<file path="src/rtl/user_io_bridge_tile.sv">
// South-terminal bridge between fabric wires and user-project IO pins: per-channel sync,
// glitch filter, rising-edge pulse mode, optional output register and channel disable.
// Optional feature: define UIO_LOOPBACK_EN to add the Loopback port (UOUT fed back into the sync chains).
module user_io_bridge_tile #(
  parameter int NUM_CH      = 20,
  parameter int SYNC_STAGES = 2,
  parameter int FILTER_LEN  = 4,
  parameter int OUT_REG     = 1
) (
  input  logic                UserCLK,
  input  logic                RST,
  input  logic [2*NUM_CH-1:0] ConfigBits,
`ifdef UIO_LOOPBACK_EN
  input  logic                Loopback,
`endif
  input  logic [NUM_CH-1:0]   UIN,
  output logic [NUM_CH-1:0]   FIN,
  input  logic [NUM_CH-1:0]   FOUT,
  output logic [NUM_CH-1:0]   UOUT
);

  localparam int              CW       = $clog2(FILTER_LEN);
  localparam logic [CW-1:0]   CNT_LAST = CW'(FILTER_LEN - 1);
  localparam logic [CW-1:0]   CNT_ONE  = CW'(1);

  typedef enum logic [1:0] {
    MODE_DIRECT = 2'b00,
    MODE_FILTER = 2'b01,
    MODE_RISE   = 2'b10,
    MODE_OFF    = 2'b11
  } mode_e;

  logic [NUM_CH-1:0] samp_in;
  logic [NUM_CH-1:0] ch_off;
  logic [NUM_CH-1:0] uout_raw;

`ifdef UIO_LOOPBACK_EN
  // The sync flops break the UOUT -> FIN path, so looping back cannot form a combinational loop.
  assign samp_in = Loopback ? UOUT : UIN;
`else
  assign samp_in = UIN;
`endif

  for (genvar gi = 0; gi < NUM_CH; gi++) begin : gen_ch
    mode_e                  mode;
    logic [SYNC_STAGES-1:0] sync_q, sync_d;
    logic                   s;
    logic                   s_d_q;
    logic [CW-1:0]          cnt_q, cnt_d;
    logic                   fin_q, fin_d;

    assign mode        = mode_e'(ConfigBits[2*gi +: 2]);
    assign sync_d      = {sync_q[SYNC_STAGES-2:0], samp_in[gi]};
    assign s           = sync_q[SYNC_STAGES-1];
    assign ch_off[gi]  = (mode == MODE_OFF);
    assign FIN[gi]     = fin_q;

    // Counter defaults to clear so any non-FILTER cycle (including OFF) restarts the debounce.
    always_comb begin
      fin_d = fin_q;
      cnt_d = '0;
      case (mode)
        MODE_DIRECT: fin_d = s;
        MODE_FILTER: begin
          if (s != fin_q) begin
            if (cnt_q == CNT_LAST) begin
              fin_d = s;
            end else begin
              cnt_d = cnt_q + CNT_ONE;
            end
          end
        end
        MODE_RISE:   fin_d = s & ~s_d_q;
        default:     fin_d = 1'b0;
      endcase
    end

    always_ff @(posedge UserCLK) begin
      if (RST) begin
        sync_q <= '0;
        s_d_q  <= 1'b0;
        cnt_q  <= '0;
        fin_q  <= 1'b0;
      end else begin
        sync_q <= sync_d;
        s_d_q  <= s;
        cnt_q  <= cnt_d;
        fin_q  <= fin_d;
      end
    end
  end

  if (OUT_REG != 0) begin : gen_oreg
    logic [NUM_CH-1:0] uout_q;

    always_ff @(posedge UserCLK) begin
      if (RST) begin
        uout_q <= '0;
      end else begin
        uout_q <= FOUT;
      end
    end

    assign uout_raw = uout_q;
  end else begin : gen_ocomb
    assign uout_raw = FOUT & {NUM_CH{~RST}};
  end

  // A disabled channel never drives its pin, regardless of output path.
  assign UOUT = uout_raw & ~ch_off;

endmodule
</file>
<file path="config.mk">
export PLATFORM = sky130hd
export DESIGN_NAME = user_io_bridge_tile
export DESIGN_NICKNAME = d
export VERILOG_FILES = /design/src/rtl/user_io_bridge_tile.sv
export SDC_FILE = /design/constraint.sdc
export NUM_CORES = 1
export LEC_CHECK = 0
export CAP_MARGIN = 15
export CORE_MARGIN = 2
export CORE_UTILIZATION = 50
export CTS_CLUSTER_DIAMETER = 50
export DETAILED_ROUTE_END_ITERATION = 10
export GPL_TIMING_DRIVEN = 0
export MAX_ROUTING_LAYER = met4
export PLACE_DENSITY = 0.85
export SLEW_MARGIN = 20
export SYNTH_ARGS = -nofsm -noshare
export SYNTH_HDL_FRONTEND = slang
export SYNTH_SLANG_ARGS = --single-unit
</file>
<file path="constraint.sdc">
create_clock -name UserCLK -period 1.3 [get_ports UserCLK]
set_input_delay 0.195 -clock UserCLK [delete_from_list [all_inputs] [get_ports UserCLK]]
set_output_delay 0.195 -clock UserCLK [all_outputs]
set_load 0.01 [all_outputs]
</file>
==> results.json, run 1 <==
{
  "finalHoldViolations": 0,
  "worst_r2r_path_depth": 4,
  "yosys_warnings": 0,
  "synth_commonest_cells": "dfxtp_1 (140), nor2b_1 (100), nand2_1 (42)",
  "synth_compound_gate_area_share": 0.0753,
  "synth_top_area_frac": 0.533,
  "setup_tns_ns": -0.0218,
  "reg2reg_to": "gen_ch[0].cnt_q[0]$_SDFF_PP0_",
  "critPathMaxStageDelay_ns": 0.30,
  "synth.largest_area_cell": "dfxtp_1",
  "ant_nets": 0,
  "grt_pass1_wl_um": 18500,
  "placementRows": 37,
  "leakagePower_nw": 3.37,
  "syn_nets": 575,
  "place_area_mm2": 0.00663,
  "arrival_ns": 1.13,
  "synthCells": 473,
  "synth_top_cells_by_area": "dfxtp_1 (53%), nor2b_1 (12%), nor4b_4 (6.3%)",
  "power.density_mw_per_mm2": 1340,
  "wl_per_cell_um": 14.2,
  "grt_pass1_vias": 4062,
  "hold_path_depth": 4,
  "syn_area_mm2": 0.00525,
  "crit_type": "flop to output pin",
  "die-area_mm2": 0.0113,
  "nFillCells": 738,
  "worstMarginPinSlew_ns": 0.335,
  "place.gp.congestion": 0.744,
  "hpwl_um": 7800,
  "die_x_um": 107,
  "boundaryPins": 122,
  "ctsHoldBuffers": 0,
  "area_growth_pct": 39.7,
  "yosysMostFrequentCell": "dfxtp_1",
  "clock_sinks": 140,
  "clock.fmax_mhz": 757,
  "cp_cell_sequence": "a21boi_2 -> buf_2",
  "hp-class": "primary input to flop",
  "rsz0062_at_grt": "true",
  "hold_end": "gen_ch[6].cnt_q[0]$_SDFF_PP0_",
  "cts_max_level": 4,
  "drv_cap": 0,
  "outcome": "complete, but fails checks",
  "cp.required_ns": 1.11,
  "crit_start": "gen_oreg.uout_q[7]$_SDFF_PP0_",
  "grt.overflow.total": 0,
  "cts_buffer_depth": 2,
  "critPathTopFamily": "flip-flops",
  "track_usage": 0.213,
  "first_pass_iters": 4,
  "synth-xor-area-share": 0.0333,
  "slew_headroom": 0.776,
  "synth_cell_types": 17,
  "layout-drive-gt1-share": 0.284,
  "final-max-slew-violation-count": 0,
  "crit_path_top_delay_cell": "dfxtp_1",
  "synth-simple-area-share": 0.268,
  "violations": "setup timing",
  "grt_start_max_net_pins": 17,
  "clkTransAtPathRegs_ns": 0.06,
  "fin_crit_sh": 1.02,
  "yosysSeqAreaShare": 0.533,
  "hold_start": "RST",
  "antenna_found_initial": 0,
  "viasPerCell": 4.86,
  "total_power_mw": 9.84,
  "worstReg2RegStart": "gen_ch[0].cnt_q[0]$_SDFF_PP0_",
  "skew_ns": 0.00816,
  "start_util": 0.511,
  "wirelength_um": 11100,
  "cts-buffers-inserted": 17,
  "peakVddDrop_mv": 0.871,
  "avgSynthCellArea_um2": 11.1,
  "coreArea_mm2": 0.0103,
  "clock_latency_ns": 0.51,
  "vias": 3771,
  "r2r_slack_ns": 0.11,
  "drt_iter0_markers": 83,
  "cp_max_fo": 1,
  "start_kind": "flop",
  "place.port_buffers": 120,
  "tritoncts": "built",
  "ys.flop_type": "dfxtp_1",
  "fin_nets": 730,
  "synth_mux_area_frac": 0,
  "setup_slack_ns": -0.0214,
  "synth-seq-cells": 140,
  "async_flop_share": 0,
  "end_kind": "output pin",
  "die_h_um": 107,
  "fin_crit_ns": 1.32,
  "synth_edf_count": 0,
  "num_antenna_cells": 0,
  "final_util": 0.714,
  "cts_root_buf": "clkbuf_8",
  "setup_viol": 2,
  "yosys.area_share.adder": 0.0476,
  "drc": 0,
  "final_cell_area_mm2": 0.00734,
  "critPathBufInv": 1,
  "synth_top_family_by_area": "simple AND/OR/NAND/NOR gates"
}
==> worst min-delay path, stage by stage <==
cell	delay, ns
buf_6	0.16
nor4b_4	0.07
nand2_1	0.06
nor2_1	0.03
==> layout by cell type (no fill, tap or decap), types with 4 or more instances in the layout <==
cell type,n
nor2b_1,100
clkinv_2,4
a21boi_2,20
buf_6,21
xor2_1,20
buf_2,30
nor2_1,20
clkdlybuf4s50_1,80
nor4b_4,15
a21oi_1,11
o21ai_0,11
a22o_1,9
and3_1,20
o22ai_1,9
dfxtp_1,115
dfxtp_2,25
nor4b_2,5
nand2_1,42
clkbuf_16,16
buf_4,36
ha_1,20
==> sequential cells by signal, summed over array words and instances, names as in the netlist <==
| name | flops |
|---|---|
| gen_ch.cnt_q | 40 |
| gen_ch.fin_q | 20 |
| gen_ch.s_d_q | 20 |
| gen_ch.sync_q | 40 |
| gen_oreg.uout_q | 20 |
==> how the worst max path moves through the flow <==
stage,slack (ns),endpoint,cells after the start
floorplan,0.27,gen_ch[0].cnt_q[1]$_SDFF_PP0_,3
global placement,-0.43,UOUT[7],3
detailed placement,-0.43,UOUT[7],3
CTS,-0.02,UOUT[7],2
global route,-0.07,UOUT[7],2
finish,-0.02,UOUT[7],2
==> cell families (layout without fill, tap and decap cells) <==
| logic type | after synthesis | after routing |
|---|---|---|
| adder cells (fa/ha/maj) | 20 | 20 |
| buffers and inverters | 31 | 198 |
| AND/OR/NAND/NOR | 202 | 202 |
| flip-flops | 140 | 140 |
| XOR/XNOR | 20 | 20 |
| AO/OA/AOI/OAI | 60 | 60 |
==> repair_timing <==
action	4_1_cts	5_1_grt
endpoints found under the setup margin	40	39
gates resized for setup	226	22
setup buffers	18	2
==> power breakdown <==
part | internal [mW] | total, mW | switching [mW]
clock | 2.81 | 4.55 | 1.74
sequential | 4.43 | 4.47 | 0.0476
combinational | 0.479 | 0.814 | 0.334
total | 7.71 | 9.84 | 2.12
==> stage by stage <==
step / hold slack [ns] / instances / worst slack, ns
after floorplan: 0.323 / 473 / 0.266
after global placement: 0.402 / 729 / -0.430
after detailed placement: 0.409 / 729 / -0.428
after CTS: 0.0446 / 777 / -0.0215
after global routing: 0.0663 / 776 / -0.0700
final: 0.0441 / 776 / -0.0214
==> layout make-up <==
cell class              count  area, um2  area share
multi-input cells         302       2310       0.315
repair buffers            140       1260       0.172
plain buffers              27        194      0.0264
well taps                 136        170      0.0232
flip-flops and latches    140       2830       0.386
clock buffers              20        445      0.0607
clock inverters            11        120      0.0164
==> metal layers <==
| metal | track usage | vias up | wire length [um] |
|---|---|---|---|
| met1 | 0.232 | 1778 | 4590 |
| met4 | 0.0668 | 0 | 142 |
| met2 | 0.382 | 95 | 5840 |
| li1 | - | 1884 | - |
| met3 | 0.0546 | 14 | 480 |
| met5 | - | - | 0 |
(Power assumes the default switching activity.)
==> inputs of run 2 (changes only) <==
Settings changed: GPL_TIMING_DRIVEN 0 to unset.
==> run 2 against run 1 <==
Against the previous run: the flow still finishes with violations (setup timing); via count is 1.0% higher; global-route usage decreased by 0.90 points; worst hold slack gained 0.0026 ns; clock power up 1%; cell count rose by 1.7%; count of clock-buffer cells in the layout is the same; critical endpoint is now UOUT[15].
==> results.json, run 2 (synthesis results as in run 1) <==
{
  "outcome": "complete, but fails checks",
  "violations": "setup timing",
  "peakVddDrop_mv": 0.696,
  "hp-class": "primary input to flop",
  "finalHoldViolations": 0,
  "multi_input_area_mm2": 0.00233,
  "fin_crit_ns": 1.35,
  "die-area_mm2": 0.0113,
  "wirelength_um": 11000,
  "placementRows": 37,
  "die_h_um": 107,
  "fin_crit_sh": 1.04,
  "tritoncts": "built",
  "area_growth_pct": 42.3,
  "num_antenna_cells": 0,
  "fin_nets": 742,
  "clkTransAtPathRegs_ns": 0.06,
  "clock.fmax_mhz": 739,
  "crit_path_top_delay_cell": "dfxtp_2",
  "final_cell_area_mm2": 0.00747,
  "power.density_mw_per_mm2": 1330,
  "worstMarginPinSlew_ns": 0.348,
  "setup_slack_ns": -0.0529,
  "setup_viol": 4,
  "end_kind": "output pin",
  "viasPerCell": 4.83,
  "slew_headroom": 0.767,
  "grt_pass1_vias": 4038,
  "place_area_mm2": 0.00681,
  "holdWs_ns": 0.0467,
  "wl_per_cell_um": 13.9,
  "crit_type": "flop to output pin",
  "layout-drive-gt1-share": 0.308,
  "drt_iter0_markers": 82,
  "arrival_ns": 1.16,
  "first_pass_iters": 4,
  "clock_sinks": 140,
  "cp.required_ns": 1.11,
  "rsz0062_at_grt": "true",
  "total_power_mw": 9.97,
  "cts_max_level": 4,
  "place.gp.congestion": 0.742,
  "die_x_um": 107,
  "ant_nets": 0,
  "grt_start_max_net_pins": 24,
  "final-max-slew-violation-count": 0,
  "grt_pass1_wl_um": 17800,
  "leakagePower_nw": 3.43,
  "largestRegisters": "gen_ch.cnt_q: 40 flops, gen_ch.sync_q: 40 flops",
  "antenna_found_initial": 0,
  "cts_root_buf": "clkbuf_8",
  "final_util": 0.727,
  "skew_ns": 0.00661,
  "track_usage": 0.204,
  "mostFrequentLayoutCells": "dfxtp_1 (108), nor2b_1 (100), clkdlybuf4s50_1 (80)",
  "cts-buffers-inserted": 17,
  "nFillCells": 706,
  "final_common_cell": "dfxtp_1",
  "cts_buffer_depth": 2,
  "grt.overflow.total": 0,
  "coreArea_mm2": 0.0103,
  "drv_cap": 0,
  "vias": 3809,
  "start_util": 0.511,
  "clock_latency_ns": 0.50,
  "regArea_mm2": 0.00284,
  "hpwl_um": 7480,
  "cp_cell_sequence": "a21boi_4 -> buf_6",
  "cp_max_fo": 1,
  "start_kind": "flop",
  "boundaryPins": 122,
  "place.port_buffers": 121,
  "critPathMaxStageDelay_ns": 0.33,
  "drc": 0
}
## run 2: cell types whose count changed in the layout (fill, tap and decap cells not counted), sizes merged
| cell | change |
|---|---|
| inv | +3 |
| clkinv | -1 |
| buf | +5 |
| clkdlybuf4s15 | +7 |
| clkinvlp | -1 |
## run 2: final cells by class
type,instances,area share
sequential,140,0.380
multi-input combinational,302,0.311
timing repair buffer,179,0.209
clock buffer,20,0.0583
tap,136,0.0228
clock inverter,12,0.0184
## run 2: worst max-delay path: cells and delay by family (launching register included)
kind	cells	cell delay [ns]
buffers and inverters	1	0.12
flip-flops	1	0.33
AO/OA/AOI/OAI	1	0.20
## run 2: per-stage QoR
stage	TNS (ns)	std cells	setup slack, ns
4_1_cts	-0.316	786	-0.0676
3_5_place_dp	-7.84	744	-0.423
5_1_grt	-1.04	789	-0.0911
6_report	-0.0727	789	-0.0529
3_3_place_gp	-5.52	744	-0.437
2_1_floorplan	0	473	0.266
## run 2: repair_timing
item / CTS / global route
endpoints found under the setup margin: 40 / 29
gates resized for setup: 216 / 16
setup buffers: 10 / 3
hold buffers: 0 / 0
## run 2: path summary, 6_finish.rpt
check                                                  endpoint  slack [ns]                            from  cells after the start
worst min register to register   gen_ch[14].cnt_q[0]$_SDFF_PP0_        0.42  gen_ch[14].cnt_q[0]$_SDFF_PP0_                      1
worst max-delay path                                   UOUT[15]       -0.05  gen_oreg.uout_q[15]$_SDFF_PP0_                      2
worst max register to register    gen_ch[6].cnt_q[0]$_SDFF_PP0_        0.09   gen_ch[6].cnt_q[0]$_SDFF_PP0_                      4
worst min-delay path            gen_ch[16].sync_q[1]$_SDFF_PP0_        0.05                             RST                      2
## run 2: routing by layer
layer	global-route usage	part of all wire
met5	-	0
met4	0.0835	0.019
met3	0.0607	0.046
met2	0.359	0.52
met1	0.215	0.41
## run 2: report_power, final
| group | internal (mW) | leakage (nW) | switching (mW) |
|---|---|---|---|
| clock | 2.80 | 0.276 | 1.80 |
| sequential | 4.43 | 1.16 | 0.0508 |
| combinational | 0.549 | 2.00 | 0.343 |
| total | 7.78 | 3.43 | 2.19 |
